### src/rtl/matmul_engine.sv
// matmul_engine: sequential C = A x B for an M x K by K x P pair.
// LANES output columns are accumulated in parallel per pass; operands are
// snapshotted when start is accepted, so A/B may change during the run.
// Build option: define MATMUL_SIGNED_EN for two's-complement operands
// (sign-extended products); the default build is fully unsigned.
module matmul_engine #(
  parameter int M          = 4,
  parameter int K          = 4,
  parameter int P          = 4,
  parameter int DATA_WIDTH = 8,
  parameter int LANES      = 1,
  parameter int ACC_WIDTH  = 2*DATA_WIDTH + $clog2(K)
) (
  input  logic                  clk,
  input  logic                  reset,
  input  logic                  start,
  input  logic [DATA_WIDTH-1:0] A [0:M-1][0:K-1],
  input  logic [DATA_WIDTH-1:0] B [0:K-1][0:P-1],
  output logic [ACC_WIDTH-1:0]  C [0:M-1][0:P-1],
  output logic                  busy,
  output logic                  done
);

  localparam int G  = P / LANES;
  localparam int RW = (M > 1) ? $clog2(M) : 1;
  localparam int GW = (G > 1) ? $clog2(G) : 1;
  localparam int KW = (K > 1) ? $clog2(K) : 1;

  if (P % LANES != 0) begin : g_bad_lanes
    $error("matmul_engine: P must be a multiple of LANES");
  end

  typedef enum logic [1:0] {S_IDLE, S_MAC, S_WRITE, S_DONE} state_t;

  state_t          state_q, state_d;
  logic [RW-1:0]   row_q, row_d;
  logic [GW-1:0]   grp_q, grp_d;
  logic [KW-1:0]   k_q, k_d;
  logic            accept;

  logic [DATA_WIDTH-1:0] asnap_q [0:M-1][0:K-1];
  logic [DATA_WIDTH-1:0] bsnap_q [0:K-1][0:P-1];
  logic [ACC_WIDTH-1:0]  acc_q   [0:LANES-1];
  logic [ACC_WIDTH-1:0]  c_q     [0:M-1][0:P-1];

  logic [DATA_WIDTH-1:0] a_sel;
  logic [DATA_WIDTH-1:0] b_sel [0:LANES-1];
  logic [ACC_WIDTH-1:0]  prod  [0:LANES-1];

  // Full-width product of one operand pair, extended (or wrapped) to ACC_WIDTH.
  function automatic logic [ACC_WIDTH-1:0] mul_ext(
    input logic [DATA_WIDTH-1:0] a,
    input logic [DATA_WIDTH-1:0] b
  );
`ifdef MATMUL_SIGNED_EN
    logic signed [2*DATA_WIDTH-1:0]           p;
    logic        [ACC_WIDTH+2*DATA_WIDTH-1:0] w;
    p = $signed(a) * $signed(b);
    w = {{ACC_WIDTH{p[2*DATA_WIDTH-1]}}, p};
`else
    logic [2*DATA_WIDTH-1:0]           p;
    logic [ACC_WIDTH+2*DATA_WIDTH-1:0] w;
    p = a * b;
    w = {{ACC_WIDTH{1'b0}}, p};
`endif
    return w[ACC_WIDTH-1:0];
  endfunction

  assign accept = (state_q == S_IDLE) && start;

  // Control registers: state and the row/group/k walk.
  always_ff @(posedge clk or posedge reset) begin
    if (reset) begin
      state_q <= S_IDLE;
      row_q   <= '0;
      grp_q   <= '0;
      k_q     <= '0;
    end else begin
      state_q <= state_d;
      row_q   <= row_d;
      grp_q   <= grp_d;
      k_q     <= k_d;
    end
  end

  // Next-state logic: K MAC edges then one WRITE edge per work unit.
  always_comb begin
    state_d = state_q;
    row_d   = row_q;
    grp_d   = grp_q;
    k_d     = k_q;
    case (state_q)
      S_IDLE: begin
        if (start) begin
          state_d = S_MAC;
          row_d   = '0;
          grp_d   = '0;
          k_d     = '0;
        end
      end
      S_MAC: begin
        if (k_q == KW'(K-1)) begin
          k_d     = '0;
          state_d = S_WRITE;
        end else begin
          k_d = k_q + 1'b1;
        end
      end
      S_WRITE: begin
        if (grp_q != GW'(G-1)) begin
          grp_d   = grp_q + 1'b1;
          state_d = S_MAC;
        end else if (row_q != RW'(M-1)) begin
          grp_d   = '0;
          row_d   = row_q + 1'b1;
          state_d = S_MAC;
        end else begin
          state_d = S_DONE;
        end
      end
      S_DONE:  state_d = S_IDLE;
      default: state_d = S_IDLE;
    endcase
  end

  // Operand capture on accept; only consumed while busy, so no reset needed.
  always_ff @(posedge clk) begin
    if (accept) begin
      asnap_q <= A;
      bsnap_q <= B;
    end
  end

  // Operand selection for the current row, k and column group, one product per lane.
  always_comb begin
    a_sel = asnap_q[row_q][k_q];
    for (int l = 0; l < LANES; l++) begin
      b_sel[l] = '0;
      for (int g = 0; g < G; g++) begin
        if (grp_q == GW'(g)) b_sel[l] = bsnap_q[k_q][g*LANES+l];
      end
      prod[l] = mul_ext(a_sel, b_sel[l]);
    end
  end

  // Lane accumulators: cleared on accept and after each WRITE, summed in MAC.
  always_ff @(posedge clk or posedge reset) begin
    if (reset) begin
      for (int l = 0; l < LANES; l++) acc_q[l] <= '0;
    end else begin
      for (int l = 0; l < LANES; l++) begin
        if (accept || state_q == S_WRITE) acc_q[l] <= '0;
        else if (state_q == S_MAC)        acc_q[l] <= acc_q[l] + prod[l];
      end
    end
  end

  // Result matrix: cleared on accept, one column group stored per WRITE.
  always_ff @(posedge clk or posedge reset) begin
    if (reset) begin
      for (int i = 0; i < M; i++)
        for (int j = 0; j < P; j++) c_q[i][j] <= '0;
    end else if (accept) begin
      for (int i = 0; i < M; i++)
        for (int j = 0; j < P; j++) c_q[i][j] <= '0;
    end else if (state_q == S_WRITE) begin
      for (int i = 0; i < M; i++)
        for (int j = 0; j < P; j++)
          if (row_q == RW'(i) && grp_q == GW'(j / LANES)) c_q[i][j] <= acc_q[j % LANES];
    end
  end

  assign C    = c_q;
  assign busy = (state_q != S_IDLE);
  assign done = (state_q == S_DONE);

endmodule

### config.mk
export PLATFORM = sky130hd
export DESIGN_NAME = matmul_engine
export DESIGN_NICKNAME = d
export VERILOG_FILES = /design/src/rtl/matmul_engine.sv
export SDC_FILE = /design/constraint.sdc
export NUM_CORES = 1
export LEC_CHECK = 0
export BUFFER_PORTS_ARGS = -buffer_cell sky130_fd_sc_hd__buf_4
export CAP_MARGIN = 25
export CORE_MARGIN = 2
export CORE_UTILIZATION = 55
export DETAILED_ROUTE_END_ITERATION = 8
export GPL_TIMING_DRIVEN = 0
export PLACE_DENSITY = 0.91
export SLEW_MARGIN = 20
export SYNTH_ARGS = -nofsm -noshare
export SYNTH_HDL_FRONTEND = slang
export SYNTH_SLANG_ARGS = --single-unit
### constraint.sdc
create_clock -name clk -period 12.8 [get_ports clk]
set_input_delay 1.92 -clock clk [delete_from_list [all_inputs] [get_ports clk]]
set_output_delay 1.92 -clock clk [all_outputs]
set_load 0.01 [all_outputs]
## Word-level counts from Yosys, hierarchy flattened

Cells that the tools add are included.

| word-level totals | value |
|---|---|
| register bits after elaboration | 570 |
| bits in latches | 0 |
| bits in writable memories | 0 |
| ROM bits | 0 |
| input bits | 259 |
| memories kept | 0 |

| operators by class | value |
|---|---|
| add/subtract/negate cells | 4 |
| multipliers | 1 |
| divide/modulo/power cells | 0 |
| order comparisons | 2 |
| equality and inequality tests | 17 |
| shift operators | 0 |
| muxes and demuxes | 47 |
| bitwise operators | 2 |
| reductions and logical operators | 62 |

Operators by type and width:

| kind | number |
|---|---|
| $mux 288 | 2 |
| $mux 18 | 18 |
| $bmux 32 s2 | 2 |
| $mux 32 | 4 |
| $mux 8 | 6 |
| $reduce_bool 2->1 | 21 |
| $reduce_and 2->1 | 18 |
| $mux 2 | 10 |
| $add 18x16->18 | 1 |
| $logic_and 1x1->1 | 17 |
| $bmux 8 s2 | 1 |
| $mul 8x8->16 | 1 |
| $eq 2x2->1 const B | 7 |
| $ne 2x2->1 const B | 6 |
| $pmux 2 s2 | 3 |
| $pmux 2 s4 | 1 |
| $add 2x1->2 const B | 3 |
| $eq 2x1->1 const B | 3 |
| $ge 3x3->1 const B | 2 |
| $logic_not 2->1 | 3 |
| $not 2->3 | 2 |
| $reduce_and 4->1 | 1 |
| $ne 3x3->1 const B | 1 |
| $reduce_and 3->1 | 1 |
| $logic_or 1x1->1 | 1 |

## Longest topological paths before layout

Gate-level depths: netlist of run 1.

| depth | value |
|---|---|
| word-level depth | 12 |
| depth in mapped cells | 25 |
| gate-level depth less buffers | 22 |

## Least setup slack after synthesis of run 1

Ideal clock, no wire load.

| timing | value |
|---|---|
| kind | input-to-reg |
| start | input start |
| end | register asnap_q[0] (netlist name), enable pin |
| setup time | 0.720 ns |
| arrival time | 9.423 ns |
| required time | 12.080 ns |
| setup slack | 2.657 ns |
| stages | 4 |
| path buffers | 2 |
| cells stage by stage | nand2_1 inv_1 clkbuf_1 clkbuf_1 |

| between the ends | value |
|---|---|
| word-level cells in the longest chain between the ends | 1 |

RTL lines:

| what | line | source |
|---|---|---|
| from (decl) | 16 | `input logic start,` |
| $logic_and 1x1->1 | 69 | `assign accept = (state_q == S_IDLE) && start;` |
| named net accept | 39 | `logic accept;` |
| to (signal assigned) | 129 | `asnap_q <= A;` |
| to (decl) | 41 | `logic [DATA_WIDTH-1:0] asnap_q [0:M-1][0:K-1];` |

The timed path passes the listed nets, and every way through them passes these cells.
A chain may end at the register's enable or synchronous reset.

## Worst setup path in the final report of run 1

| timing | value |
|---|---|
| start | register grp_q[0] |
| end | register acc_q[17] (netlist name) |

| between the ends | value |
|---|---|
| word-level cells in the longest chain between the ends | 9 |
| elaborated cells on any way between the ends | 12 |
| classes of those cells | add/sub: 1; mul: 1; eq/ne: 3; mux: 6; reduce/logical: 1 |

RTL lines:

| what | line | source |
|---|---|---|
| from (decl) | 37 | `logic [GW-1:0] grp_q, grp_d;` |
| from (signal assigned) | 81 | `grp_q <= grp_d;` |
| $logic_not 2->1 | 140 | `if (grp_q == GW'(g)) b_sel[l] = bsnap_q[k_q][g*LANES+l];` |
| $mux 8 (3 in a row) | 140 |  |
| $mux 8 * | 140 |  |
| $mul 8x8->16 * | 63 | `p = a * b;` |
| $add 18x16->18 * | 153 | `else if (state_q == S_MAC) acc_q[l] <= acc_q[l] + prod[l];` |
| $mux 18 * | 153 |  |
| $mux 18 * | 152 | `if (accept \|\| state_q == S_WRITE) acc_q[l] <= '0;` |
| to (signal, indexed assignment) | 153 |  |
| to (decl) | 43 | `logic [ACC_WIDTH-1:0] acc_q [0:LANES-1];` |

Mark *: on every way between the ends. The rest lies on a longest branch, timed or not. The select of a mux whose other input is x is not followed.

==> metrics.txt, run 1 <==
first-pass GRT wire length=roughly 120 mm; routed len/inst=roughly 23 um; CP Data Required Time=13290 ps; I/O Pins=roughly 550; row count=slightly below 80; Antenna Cells=0; Unique masters post-synth=56; crit path kind=flip-flop to flip-flop; Slew Limit Headroom=0.259; Max Cap Violations=0; final hold vios=0; Post-CTS Setup Inserts=0; r2r setup slk=a little under 6000 ps; CTS root buf=clkbuf_16; fin crit share=0.537; FF+latch count, synth=570; EDFF count, synth=256; DRC errors left=0; Peak Freq=146 MHz; worst skew pair latency=600 ps; GRT overflow=0; First DRT Iteration DRCs=2091; Detailed Routing Iterations Pass 1=6; vias in the first global route=about 20000; sequential area share after synthesis=0.619; post-layout min period=roughly 6900 ps; Clock transition at path regs=60 ps; Pins Over Slew Limit=0; sequential cell area=15500 um2; crit-path max FO=10; mapped cell area=25100 um2; GRT Resource Usage Total=0.330; largest net degree at the start of global routing=115; syn_nets=2514; Die Area=around 47000 um2; skew final=roughly 10 ps; worst hold path type=flip-flop to flip-flop; WL final=78.3 mm; Die X=about 220 um; fin util=0.707; # port buffers=548; Critical Path AT=7360 ps; GP Congestion=0.850; total CTS buffers=56; crit path capture type=flip-flop; fraction of layout cells with a size suffix above 1=0.267; Post-synth ARST share=0.551; Worst Max-Slew Pin Slew=1110 ps; area of the multi-input gates=8550 um2; Core Footprint=45200 um2; outcome=complete, no violations; Startpoint Class=flip-flop; fin worst setup slack=roughly 5900 ps; PostCTS Resize Cnt=0; # hold bufs at CTS=0; Post-synth top cells=nand2_1 (617), a21oi_1 (314), dfrtp_1 (314), edfxtp_1 (256), inv_1 (109); # setup viols final=0; layout net count=3126; pre-CTS WS=just over 6000 ps; share of the synthesized area in the top cell type=0.313; Final ANT Viol Nets=0; synth top area cells=dfrtp_1 (31%), edfxtp_1 (31%), nand2_1 (9.2%); area leader, netlist=dfrtp_1; Syn Inst Count=between 2000 and 2500; RSZ-0062 raised after global routing=no; antenna violations before repair=0; CTS Buffer Depth=3; Mean Syn Cell Area=11.7 um2; Initial Util=0.556; Main synth FF type=dfrtp_1; H-tree levels=2; CTS tree=done; Ys Warns=0; vias after detailed routing=19700; Die Ht=218 um; CTS sink count=570; vias per cell=5.79; dpl hpwl=56.1 mm; cell with the most instances after synthesis=nand2_1; Layout fillers=2929; Area growth syn-to-layout=27.1%
[worst max-delay path, cell delays in order, from the launching register on]
cell and delay (ps):
dfrtp_1 450, inv_1 110, ha_1 150, clkbuf_1 440, clkbuf_1 600, nor2_1 280, a21oi_2 500, nand2b_1 170
fa_1 530, inv_1 50, fa_1 480, fa_1 540, inv_1 50, fa_1 470, inv_1 40, ha_1 350
nand2_1 110, a211oi_1 330, o2111ai_1 270, a222oi_1 490, a211oi_1 150, a21o_1 180
[stage by stage]
| step | instances | TNS [ps] | instance area, um2 | hold slack, ps |
|---|---|---|---|---|
| finish | 3408 | 0 | 31900 | 523 |
| global route | 3408 | 0 | 31900 | 546 |
| CTS | 3408 | 0 | 31900 | 525 |
| floorplan | 2156 | 0 | 25100 | 525 |
| global placement | 3304 | -83420 | 30000 | 511 |
| detailed placement | 3310 | 0 | 30200 | 517 |
[sequential cells by signal, indices dropped and copies added (netlist names)]
register	flops
asnap_q	128
bsnap_q	128
k_q	2
state_q	2
C	288
row_q	2
acc_q	18
grp_q	2
[path summary, 6_finish.rpt]
| kind | startpoint | to | depth (start not counted) |
|---|---|---|---|
| max | grp_q[0] | acc_q[17] | 21 |
| min | C[144] | C[144] | 2 |
| max reg2reg | grp_q[0] | acc_q[17] | 21 |
| min reg2reg | C[144] | C[144] | 2 |
| max in group asynchronous | reset | C[232] | 3 |
| min in group asynchronous | reset | C[273] | 2 |
[per-layer routing]
metal  vias to the layer above  wire (um)  track usage
li1                       8536          -            -
met1                      9665      27800        0.405
met2                      1267      39000        0.561
met3                       266       7210       0.0707
met4                         0       4300        0.156
met5                         -          0            0
[cells in the final DEF (no fill, tap or decap), types with 8 or more instances in the layout]
cell type  instances
mux4_2            57
ha_1              49
nor2b_1           13
fa_1              50
o21ai_0           18
nand2_1          617
mux2i_1           11
mux2_2             8
buf_2             19
clkinv_2          11
inv_1            108
nor2_1            59
a21oi_1          314
buf_4            551
nand2b_1          23
clkbuf_16         57
nand3_1           18
clkbuf_8           9
edfxtp_1         256
clkbuf_1         113
buf_1             10
dfrtp_1          314
[logic make-up after synthesis]
kind of cell,Yosys count,share of synthesized area
AND/OR/NAND/NOR,754,0.120
flip-flops,570,0.619
AO/OA/AOI/OAI,390,0.0872
buffers and inverters,252,0.0409
adder cells (fa/ha/maj),99,0.0642
multiplexers,83,0.0664
XOR/XNOR,8,0.00279
[cell type report]
| class | instances | area share |
|---|---|---|
| inverters | 109 | 0.0130 |
| flip-flops and latches | 570 | 0.487 |
| clock buffers | 74 | 0.0495 |
| plain buffers | 143 | 0.0195 |
| clock inverters | 24 | 0.00623 |
| repair buffers | 554 | 0.134 |
| well taps | 600 | 0.0235 |
| multi-input cells | 1334 | 0.268 |
Power of run 1 is left out: the tool's default activity adds up to more than one toggle a clock period on the data nets, which glitch-free logic cannot reach.
==> run 2: changes to the inputs <==
Settings changed: CORE_UTILIZATION 55 to 49, PLACE_DENSITY 0.91 to 0.86.
Clock period 12.8 ns to 5.5 ns, I/O delays scaled along.
==> run 2 against run 1 <==
Effect of this change: the run now ends with setup timing left; sequential share of layout area shrank 1.8 points; hold slack lost 250 ps; clock-buffer cell count grew 5; via count grew 0.52%; final area grew 3.9%; largest cell class unchanged; sequential cell count is the same; final cell count grew 3.6%; global-route usage shrank 3.4 points; core utilization shrank 4.8 points.
==> metrics.txt, run 2 (same netlist as run 1, synthesis figures left out) <==
final hold vios=0; failing checks=setup timing; row count=82; H-tree levels=2; fin util=0.659; vias after detailed routing=19800; layout net count=between 3000 and 4000; dpl hpwl=57.1 mm; Final ANT Viol Nets=0; WL final=80.1 mm; Largest register FFs=between 200 and 300; DRC errors left=0; largest net degree at the start of global routing=105; outcome=finished with violations; # port buffers=between 500 and 600; fin worst setup slack=-284 ps; Pins Over Slew Limit=0; # setup viols final=6; Critical Path AT=6280 ps; Worst Max-Slew Pin Slew=approximately 1100 ps; Core Footprint=50400 um2; GRT Resource Usage Total=0.296; I/O Pins=549; most frequent cells in the layout=nand2_1 (616), buf_4 (594), dfrtp_1 (310); First DRT Iteration DRCs=1994; CP Data Required Time=6000 ps; post-layout min period=5780 ps; worst hold path type=input port to async pin; fraction of layout cells with a size suffix above 1=0.307; CTS Buffer Depth=3; crit path kind=flip-flop to flip-flop; RSZ-0062 raised after global routing=yes; fin crit share=1.05; Antenna Cells=0; Worst path max stage delay=780 ps; Detailed Routing Iterations Pass 1=8; Startpoint Class=flip-flop; Die Area=53100 um2; worst-path cell chain=clkbuf_1 > clkbuf_1 > inv_1 > fa_1 > inv_1 > ha_1 > ha_1 > inv_1 > fa_1 > inv_1 > ha_2 > inv_1 > fa_2 > nand2b_4 > a211oi_4 > o2111ai_2 > buf_4 > o21a_1 > a31o_2 > a21o_1; first-pass GRT wire length=around 120 mm; Clock transition at path regs=60 ps; Area growth syn-to-layout=32.1%; crit path capture type=flip-flop; Die X=230 um; Critical-path top delay cell=clkbuf_1; total CTS buffers=58; # hold bufs at CTS=0; Die Ht=230 um; CTS root buf=clkbuf_16; crit-path max FO=10; commonest non-fill, non-tap cell in the layout=nand2_1; GRT overflow=0; CTS tree=done; antenna violations before repair=0; skew final=34.4 ps; vias in the first global route=between 20000 and 25000; Slew Limit Headroom=0.275; total negative setup slack=-579 ps; CTS sink count=570; crit-path most repeated cell=inv_1; worst skew pair latency=620 ps; vias per cell=approximately 5.6; Initial Util=0.499; routed len/inst=22.7 um; Max Cap Violations=0; Peak Freq=173 MHz; GP Congestion=0.872
run 2: changes by cell type in the layout (fill, tap and decap cells not counted), sizes merged:
| cell | change |
|---|---|
| buf | +51 |
| bufbuf | +1 |
| bufinv | +4 |
| clkbuf | -1 |
| clkinv | -4 |
| clkinvlp | +2 |
| inv | -1 |
run 2: worst paths after layout:
| kind | start | endpoint | slack [ps] | depth (start not counted) |
|---|---|---|---|---|
| max | acc_q[2] | acc_q[17] | -280 | 20 |
| min | reset | C[274] | 270 | 2 |
| max reg2reg | acc_q[2] | acc_q[17] | -280 | 20 |
| min reg2reg | C[128] | C[128] | 520 | 2 |
| max in group asynchronous | reset | C[229] | 4120 | 5 |
| min in group clk | B[113] | bsnap_q[113] | 390 | 1 |
run 2: per-stage QoR:
| stage | area (um2) | std cells | setup slack, ps | hold WS [ps] |
|---|---|---|---|---|
| 3_3_place_gp | 30100 | 3376 | -1150 | 511 |
| 4_1_cts | 33000 | 3523 | -221 | 265 |
| 3_5_place_dp | 30300 | 3387 | -1320 | 516 |
| 6_report | 33200 | 3532 | -284 | 273 |
| 2_1_floorplan | 25100 | 2156 | 23.2 | 525 |
| 5_1_grt | 33200 | 3532 | -397 | 296 |
run 2: cell type report:
cell class                      count  area (um2)
Inverter                          109         413
Multi-Input combinational cell   1334        8930
Sequential cell                   570       15500
Clock buffer                       79        1630
Clock inverter                     25         303
Buffer                            137         708
Tap cell                          672         841
Timing Repair Buffer              606        4800
Fill cell                        3556       17200
run 2: timing repair:
action,4_1_cts,5_1_grt
pin swaps,23,27
cloned,2,0
setup buffers,34,12
resized for setup,94,40
endpoints found under the setup margin,13,9
run 2: critical path, delay by kind of cell, from the launching register on:
kind                     cells  cell delay, ps
AO/OA/AOI/OAI                5            1040
flip-flops                   1             320
buffers and inverters        8            2090
adder cells (fa/ha/maj)      6            2020
AND/OR/NAND/NOR              1             180
run 2: metal layers:
| metal | vias up | global-route usage | routed length (um) | part of all wire |
|---|---|---|---|---|
| met2 | 1233 | 0.510 | 40000 | 0.50 |
| li1 | 8616 | - | - | - |
| met4 | 0 | 0.141 | 4280 | 0.053 |
| met3 | 264 | 0.0485 | 5980 | 0.075 |
| met1 | 9724 | 0.365 | 29800 | 0.37 |
| met5 | - | 0 | 0 | 0 |
Power of run 2 is left out for the same reason.
==> run 3: changes to the inputs <==
Settings changed: CORE_ASPECT_RATIO set to 1.1, MAX_ROUTING_LAYER set to met4.
==> run 3 against run 2 <==
Effect of this change: the flow still finishes with violations (setup timing); final area down 0.44%; register-to-register slack worse by 50 ps; final cell count is 0.28% lower.
==> metrics.txt, run 3 (same netlist as run 1, synthesis figures left out) <==
post-layout min period=5830 ps; first-pass GRT wire length=115 mm; dpl hpwl=around 56 mm; H-tree levels=2; CTS root buf=clkbuf_16; worst path buffer plus inverter count=5; Die X=around 220 um; worst skew pair latency=610 ps; r2r setup slk=-330 ps; Pins Over Slew Limit=0; I/O Pins=549; Die Area=53100 um2; RSZ-0062 raised after global routing=yes; CP delay by family, top=adder cells; GP Congestion=0.882; crit path kind=flip-flop to flip-flop; DRC errors left=0; vias in the first global route=20000; DP Cell Count=3383; Layout fillers=between 3000 and 4000; outcome=finished with violations; pre-CTS WS=-1210 ps; Area growth syn-to-layout=31.5%; most frequent cells in the layout=nand2_1 (616), buf_4 (588), dfrtp_1 (311); Worst Reg-to-Reg Cells=16; Initial Util=0.493; skew final=32.1 ps; GRT overflow=0; Non-Filler Instances=between 3000 and 4000; CTS tree=done; CTS sink count=between 500 and 600; sequential cell area=15500 um2; Clock transition at path regs=70 ps; row count=87; largest net degree at the start of global routing=approximately 100; final hold vios=0; # hold bufs at CTS=0; Worst Max-Slew Pin Slew=1070 ps; commonest non-fill, non-tap cell in the layout=nand2_1; Core Footprint=50900 um2; crit-path most repeated cell=fa_1; worst hold path type=input port to async pin; area of the multi-input gates=approximately 8900 um2; Max Cap Violations=0; crit-path max FO=10; Worst path max stage delay=850 ps; WHS=274 ps; worst-path cell chain=clkbuf_1 > clkbuf_1 > inv_1 > fa_1 > inv_1 > fa_1 > ha_1 > inv_1 > fa_1 > fa_1 > nand2b_4 > a211oi_4 > o2111ai_4 > a222oi_1 > a211oi_1 > a21o_1; fraction of layout cells with a size suffix above 1=0.307; fin crit share=1.06; total CTS buffers=between 50 and 60; CTS Buffer Depth=3; First DRT Iteration DRCs=1962; Detailed Routing Iterations Pass 1=8; layout net count=about 3200; Startpoint Class=flip-flop; total negative setup slack=-919 ps; antenna violations before repair=0; Critical Path AT=6340 ps; crit path capture type=flip-flop; Worst R2R End=acc_q[17]; fin worst setup slack=-331 ps; # setup viols final=6; Slew Limit Headroom=0.286; vias after detailed routing=19700; Peak Freq=171 MHz; failing checks=setup timing; routed len/inst=around 22 um; vias per cell=5.58; CP Data Required Time=~6000 ps; Die Ht=241 um; Critical-path top delay cell=clkbuf_1; worst reg2reg startpoint=acc_q[4]; Largest register FFs=288; GRT Resource Usage Total=0.300; # port buffers=548; Final ANT Viol Nets=0; WL final=78.7 mm
[run 3: per-stage QoR]
step	instance area [um2]	util
after floorplan	25100	-
after global placement	30100	0.590
after detailed placement	30400	0.596
after CTS	32900	0.646
after global routing	33000	0.648
final	33000	0.648
[run 3: timing repair]
action	4_1_cts	5_1_grt
gates resized for setup	94	19
endpoints found under the setup margin	13	9
setup buffers	37	2
pin swaps	19	5
gates cloned	0	0
[run 3: worst max-delay path by stage]
| stage | startpoint | endpoint | slack [ps] | depth (start not counted) |
|---|---|---|---|---|
| final | acc_q[4] | acc_q[17] | -330 | 16 |
| after global routing | k_q[0] | acc_q[17] | -510 | 23 |
| after CTS | k_q[0] | acc_q[17] | -270 | 23 |
| after detailed placement | row_q[1] | acc_q[17] | -1210 | 21 |
| after global placement | start | asnap_q[113] | -1140 | 5 |
| after floorplan | row_q[0] | acc_q[17] | 20 | 21 |
[run 3: cell type report]
cell class                      instances  area share
Buffer                                138      0.0207
Clock inverter                         33      0.0107
Multi-Input combinational cell       1334       0.269
Inverter                              109      0.0125
Sequential cell                       570       0.471
Tap cell                              667      0.0253
Timing Repair Buffer                  600       0.143
Clock buffer                           70      0.0485
Antenna cell                            1   0.0000757
[run 3: per-layer routing]
metal,up-vias,part of all wire,GRT usage
met5,-,0,-
met4,0,0.060,0.154
met3,291,0.070,0.0488
met2,1147,0.50,0.498
met1,9601,0.37,0.356
li1,8611,-,-
Power of run 3 is left out for the same reason.
